--- src/rtl/multicycle_ctrl.sv ---
// Multicycle MIPS-subset control FSM: sequences each instruction through
// fetch/decode/execute/memory/writeback and drives the shared datapath controls.
module multicycle_ctrl (
    input  logic       clk,
    input  logic       reset,
    input  logic [5:0] op,
    input  logic [5:0] funct,
    input  logic       zero,
    output logic       pcen,
    output logic       memwrite,
    output logic       irwrite,
    output logic       regwrite,
    output logic       iord,
    output logic       memtoreg,
    output logic       regdst,
    output logic       alusrca,
    output logic [1:0] alusrcb,
    output logic [1:0] pcsrc,
    output logic [2:0] alucontrol,
    output logic       illegal,
    output logic [3:0] state
);

    typedef enum logic [3:0] {
        StFetch   = 4'd0,
        StDecode  = 4'd1,
        StMemAdr  = 4'd2,
        StMemRd   = 4'd3,
        StMemWb   = 4'd4,
        StMemWr   = 4'd5,
        StRtypeEx = 4'd6,
        StRtypeWb = 4'd7,
        StBeqEx   = 4'd8,
        StAddiEx  = 4'd9,
        StAddiWb  = 4'd10,
        StJEx     = 4'd11,
        StBneEx   = 4'd12
    } state_e;

    localparam logic [5:0] OpRtype = 6'b000000;
    localparam logic [5:0] OpLw    = 6'b100011;
    localparam logic [5:0] OpSw    = 6'b101011;
    localparam logic [5:0] OpBeq   = 6'b000100;
    localparam logic [5:0] OpBne   = 6'b000101;
    localparam logic [5:0] OpAddi  = 6'b001000;
    localparam logic [5:0] OpJ     = 6'b000010;

    // Kept as a plain vector so unused encodings 13-15 stay representable.
    logic [3:0] state_q, state_d;

    always_ff @(posedge clk) begin
        if (reset) begin
            state_q <= StFetch;
        end else begin
            state_q <= state_d;
        end
    end

    always_comb begin
        state_d    = StFetch;
        pcen       = 1'b0;
        memwrite   = 1'b0;
        irwrite    = 1'b0;
        regwrite   = 1'b0;
        iord       = 1'b0;
        memtoreg   = 1'b0;
        regdst     = 1'b0;
        alusrca    = 1'b0;
        alusrcb    = 2'b00;
        pcsrc      = 2'b00;
        alucontrol = 3'b010;
        illegal    = 1'b0;

        case (state_q)
            StFetch: begin
                alusrcb = 2'b01;
                irwrite = 1'b1;
                pcen    = 1'b1;
                state_d = StDecode;
            end
            StDecode: begin
                alusrcb = 2'b11;
                case (op)
                    OpLw, OpSw: state_d = StMemAdr;
                    OpRtype:    state_d = StRtypeEx;
                    OpBeq:      state_d = StBeqEx;
                    OpBne:      state_d = StBneEx;
                    OpAddi:     state_d = StAddiEx;
                    OpJ:        state_d = StJEx;
                    default:    illegal = 1'b1;
                endcase
            end
            StMemAdr, StAddiEx: begin
                alusrca = 1'b1;
                alusrcb = 2'b10;
                if (state_q == StAddiEx) begin
                    state_d = StAddiWb;
                end else if (op == OpSw) begin
                    state_d = StMemWr;
                end else begin
                    state_d = StMemRd;
                end
            end
            StMemRd: begin
                iord    = 1'b1;
                state_d = StMemWb;
            end
            StMemWr: begin
                iord     = 1'b1;
                memwrite = 1'b1;
            end
            StMemWb: begin
                memtoreg = 1'b1;
                regwrite = 1'b1;
            end
            StRtypeEx: begin
                alusrca = 1'b1;
                state_d = StRtypeWb;
                case (funct)
                    6'b100000: alucontrol = 3'b010;
                    6'b100010: alucontrol = 3'b110;
                    6'b100100: alucontrol = 3'b000;
                    6'b100101: alucontrol = 3'b001;
                    6'b101010: alucontrol = 3'b111;
                    default: begin
                        illegal = 1'b1;
                        state_d = StFetch;
                    end
                endcase
            end
            StRtypeWb: begin
                regdst   = 1'b1;
                regwrite = 1'b1;
            end
            StAddiWb: begin
                regwrite = 1'b1;
            end
            StBeqEx, StBneEx: begin
                alusrca    = 1'b1;
                alucontrol = 3'b110;
                pcsrc      = 2'b01;
                pcen       = (state_q == StBeqEx) ? zero : ~zero;
            end
            StJEx: begin
                pcsrc = 2'b10;
                pcen  = 1'b1;
            end
            default: ;
        endcase

        // Reset aborts the instruction: no architectural write may happen this cycle.
        if (reset) begin
            pcen     = 1'b0;
            memwrite = 1'b0;
            irwrite  = 1'b0;
            regwrite = 1'b0;
            illegal  = 1'b0;
        end
    end

    assign state = state_q;

endmodule
--- config.mk ---
export PLATFORM = sky130hd
export DESIGN_NAME = multicycle_ctrl
export DESIGN_NICKNAME = d
export VERILOG_FILES = /design/src/rtl/multicycle_ctrl.sv
export SDC_FILE = /design/constraint.sdc
export NUM_CORES = 1
export LEC_CHECK = 0
export ABC_AREA = 1
export CORE_MARGIN = 2
export CORE_UTILIZATION = 37
export DETAILED_ROUTE_END_ITERATION = 6
export PLACE_DENSITY_LB_ADDON = 0.12
export SYNTH_ARGS = -nofsm -noshare
export SYNTH_HDL_FRONTEND = slang
export SYNTH_SLANG_ARGS = --single-unit
--- constraint.sdc ---
create_clock -name clk -period 1.1 [get_ports clk]
set_input_delay 0.11 -clock clk [delete_from_list [all_inputs] [get_ports clk]]
set_output_delay 0.11 -clock clk [all_outputs]
set_load 0.05 [all_outputs]
==> impl_results.md, run 1 <==
* Netlist cell types at 19
* Post-synth top area cell: nand2_1
* Largest family of logic cells by synthesized area: simple AND/OR/NAND/NOR gates
* Top post-synthesis cells by area: nand2_1 (18%), nor2_1 (15%), dfxtp_1 (13%)
* Synth Net Count at 135
* Xor/xnor share of the synthesized area at 0%
* Starting density of the core at 39.9%
* Row count at 14
* Synthesized area at 601 um^2
* Mean area per synthesized cell at 5.00 um^2
* Failed at: 3_5_place_dp
* Final GP Congestion at 0.872
* Die Height at 44.3 um
* IO Port Bufs at 34
* Sequential area share after synthesis at 13.3%
* # IOs at 35
* Simple-gate share of the synthesized area at 62.9%
* Outcome: aborted with a tool error
* Synthesis-stage register bit count at 4
* Log Error: [ERROR DPL-0038] Utilization greater than 100%, impossible to legalize
* Die W at 44.3 um
* Adder and majority gate portion of the synthesized area at 0%
* Warnings, synthesis at 0
* Synthesized instance count at 120
* Post-synthesis mux area share at 0%
* Compound-Gate Fraction of Synth Area at 8.13%
* Yosys top cell area share at 17.5%
[through the flow]
| step | hold WS (ps) | setup slack (ps) |
|---|---|---|
| after global placement | 665 | -359 |
| after floorplan | 416 | -444 |
[synthesized netlist by cell type]
library cell and n:
nand3_1 16, buf_1 1, nand2_2 4, nand4_1 3, inv_2 8, o21ai_1 3, nor2_2 4, inv_1 16
o22ai_1 1, nor2_4 2, a21oi_2 1, nor3_1 1, or2_2 1, nand2_1 28, a31oi_1 1, o31ai_1 1
dfxtp_1 4, a21oi_1 1, nor2_1 24
[kinds of logic after synthesis]
family | after synthesis
AND/OR/NAND/NOR | 83
flip-flops | 4
buffers and inverters | 25
AO/OA/AOI/OAI | 8
==> run 2: changes to the inputs <==
--- a/config.mk
+++ b/config.mk
@@ -6,10 +6,10 @@
 export NUM_CORES = 1
 export LEC_CHECK = 0
 export ABC_AREA = 1
-export CORE_MARGIN = 2
-export CORE_UTILIZATION = 37
+export CORE_AREA = 2 2 63 65
 export DETAILED_ROUTE_END_ITERATION = 6
-export PLACE_DENSITY_LB_ADDON = 0.12
+export DIE_AREA = 0 0 65 67
+export PLACE_DENSITY_LB_ADDON = 0.15
 export SYNTH_ARGS = -nofsm -noshare
 export SYNTH_HDL_FRONTEND = slang
 export SYNTH_SLANG_ARGS = --single-unit
==> impl_results.md, run 2 <==
* Outcome: finished with violations (was aborted with a tool error)
* Violated checks: negative setup slack
* Post-synth top area cell: nand2_1 (unchanged)
* Final GP Congestion at 0.863 (was 0.872)
* Final antenna-violating net count at 0
* Commonest non-fill, non-tap cell in the layout: buf_4
* TritonCTS clock tree: done
* Sequential power share at 16.2%
* # IOs at 35 (unchanged)
* Hold depth at 6
* Post-layout minimum cycle time at 1500 ps
* R2R depth at 9
* Net Sw Frac at 34.6%
* Hold EP: state[3]
* P_int at 0.000629 W
* Fin. max-slew vios at 0
* Clk Latency, worst-skew pair at 210 ps
* Max cap viols at 0
* Clock buffer depth at 2
* Worst Path Max Fanout at 4
* GRT Total Usage at 12.2%
* Max Fclk at 0.668 GHz
* Clock power frac at 31.6%
* Starting density of the core at 16.7% (was 39.9%)
* First-pass GRT wire length at 4200 um
* Most used flip-flop cell after synthesis: dfxtp_1 (unchanged)
* Clk slew on worst S/H paths at 30 ps
* Warnings, synthesis at 0 (unchanged)
* Worst vdd ir at 398 uV
* Hold path start: op[2]
* Least-Margin Pin Slew at 202 ps
* EDFF count, synth at 0 (unchanged)
* Mean area per synthesized cell at 5.00 um^2 (unchanged)
* Largest net degree at the start of global routing at 7
* Most frequent cells in the layout: buf_4 (28), buf_12 (20), nand2_1 (18), buf_6 (15), nor2_4 (13)
* Period utilisation layout at 136%
* Yosys top cell area share at 17.5% (unchanged)
* DR iter-0 viols at 7
* Fillers at 334
* Total number of vias at 1,013
* Leak Pwr at 0.897 nW
* Worst-path cell chain: inv_4, nor2_4, inv_2, nor2_4, nand2_2, inv_2, nand2_2, a21oi_4, buf_12
* Setup ws final at -398 ps
* RSZ-0062 raised after global routing: yes
* DR pass1 iterations at 3
* Synthesis-stage register bit count at 4 (unchanged)
* Gate power share at 52.3%
* Pre-CTS WS at -412 ps
* Root Driver: clkbuf_8
* DP Wirelength at 2010 um
* Grt total ovfl at 0
* Die Height at 67 um (was 44.3 um)
* Final wirelength at 2650 um
* Hold Path Class: primary input to register
* Finish-stage setup viols at 20
* Kind of cell adding the most delay to the critical path: flip-flops
* Synth Net Count at 135 (unchanged)
* CTS Buf Count at 3
* CP max-delay cell: dfxtp_4
* Core region area at 3610 um^2
* CP endpoint kind: output pin
* Non-filler cells, final at 247
* Syn-to-layout area delta at 220%
* Critical path class: register to output pin
* Die W at 65 um (was 44.3 um)
* Max incr delay on CP at 380 ps
* R2R Path Start: state[3]
* Synthesized instance count at 120 (unchanged)
* Vias in the first global route at 1,031
* Clock sink total at 4
* PwrDens at 501 nW/um^2
* Hold-fix buffers at CTS at 0
* Dpl cells at 232
* Net Sw Power at 0.000332 W
* Overall die area at 4360 um^2
* Synthesized area at 601 um^2 (unchanged)
* # nets final at 216
* Layout cells sized above 1 at 64.3%
* Max FFs per register at 4
* Worst Path Arrival at 1390 ps
* Netlist cell types at 19 (unchanged)
* Required @ worst endpoint at 990 ps
* Vias/cell at 4.10
* Seq. cell area at 95.1 um^2
* R2R setup slack at -170 ps
* Crit path buf inv count at 4
* Share of flip-flops with an asynchronous set or reset at 0% (unchanged)
* Most numerous cell in the Yosys netlist: nand2_1 (unchanged)
* Top post-synthesis cells by area: nand2_1 (18%), nor2_1 (15%), dfxtp_1 (13%) (unchanged)
* Final hold viol count at 0
* Remaining routing DRC violations at 0
* Sequential area share after synthesis at 13.3% (unchanged)
* Post-synth top cells: nand2_1 (28), nor2_1 (24), inv_1 (16), nand3_1 (16), inv_2 (8) (unchanged)
* FF-to-FF End: state[2]
* IO Port Bufs at 34 (unchanged)
* Htree depth at 1
* N_diodes at 0
* Layout Skew at 3.49 ps
* Multi-input gate area at 704 um^2
* Max transition margin at 86.5%
* Util after Layout at 53.2%
* DR WL/cell at 10.7 um
* Initial antenna violation count at 0
* Row count at 22 (was 14)
* Crit path launch type: register
-- run 2: cell counts after synthesis --
No cell type changed its count.
-- run 2: layout make-up --
type                       instances  share of cell area [%]
tap                               48                    3.13
timing repair buffer              77                    47.5
sequential                         4                    4.95
clock buffer                       3                    2.15
inverter                          24                    5.54
multi-input combinational         91                    36.7
-- run 2: layer usage --
metal / GRT usage (%) / vias up / part of all wire [%]
met3: 1.52 / 4 / 3.4
met1: 13.2 / 455 / 39
li1: - / 535 / -
met2: 23.8 / 19 / 57
met5: 0 / - / 0
met4: 4.79 / 0 / 1.1
-- run 2: worst max path at each step --
| stage | slack (ps) | to | startpoint | cells past startpoint |
|---|---|---|---|---|
| floorplan | -440 | pcen | state[0] | 5 |
| global placement | -370 | illegal | op[1] | 8 |
| detailed placement | -410 | illegal | op[1] | 8 |
| CTS | -420 | alucontrol[0] | state[3] | 6 |
| global route | -490 | alucontrol[0] | state[0] | 6 |
| finish | -400 | illegal | state[0] | 9 |
-- run 2: worst min-delay path, delay by kind of cell --
family          cells  cell delay [ps]
buf+inv             1              250
compound gates      1               60
simple gates        4              310
-- run 2: cell families (layout without fill, tap and decap cells) --
logic type	count (synthesis)	after routing	share of synthesized area, %
flip-flops	4	4	13.3
AND/OR/NAND/NOR	83	83	62.9
AO/OA/AOI/OAI	8	8	8.13
buffers and inverters	25	104	15.6
-- run 2: per-stage QoR --
| step | hold slack (ps) | TNS, ps | area, um^2 | total power (W) |
|---|---|---|---|---|
| after floorplan | 416 | -3060 | 748 | 0.000362 |
| after global placement | 674 | -3110 | 1570 | 0.000591 |
| after detailed placement | 681 | -3370 | 1570 | 0.000596 |
| after CTS | 559 | -5020 | 1740 | 0.000936 |
| after global routing | 636 | -6220 | 1920 | 0.00102 |
| final | 557 | -5040 | 1920 | 0.000961 |
-- run 2: power by group through the flow --
stage                     clock [W]  combinational, W  sequential, W
final                      0.000303          0.000502       0.000155
after global routing       0.000327          0.000534       0.000156
after CTS                  0.000314          0.000467       0.000156
after detailed placement          0          0.000440       0.000156
after global placement            0          0.000436       0.000155
after floorplan                   0          0.000191       0.000171
-- run 2: repair_timing --
| action | in CTS | in global routing |
|---|---|---|
| gates resized for setup | 36 | 26 |
| pin swaps | 11 | 15 |
| gates cloned | 0 | 0 |
| hold endpoints to repair | 0 | 0 |
| endpoints found under the setup margin | 20 | 20 |
| buffers inserted | 3 | 10 |
(Power assumes the default switching activity.)
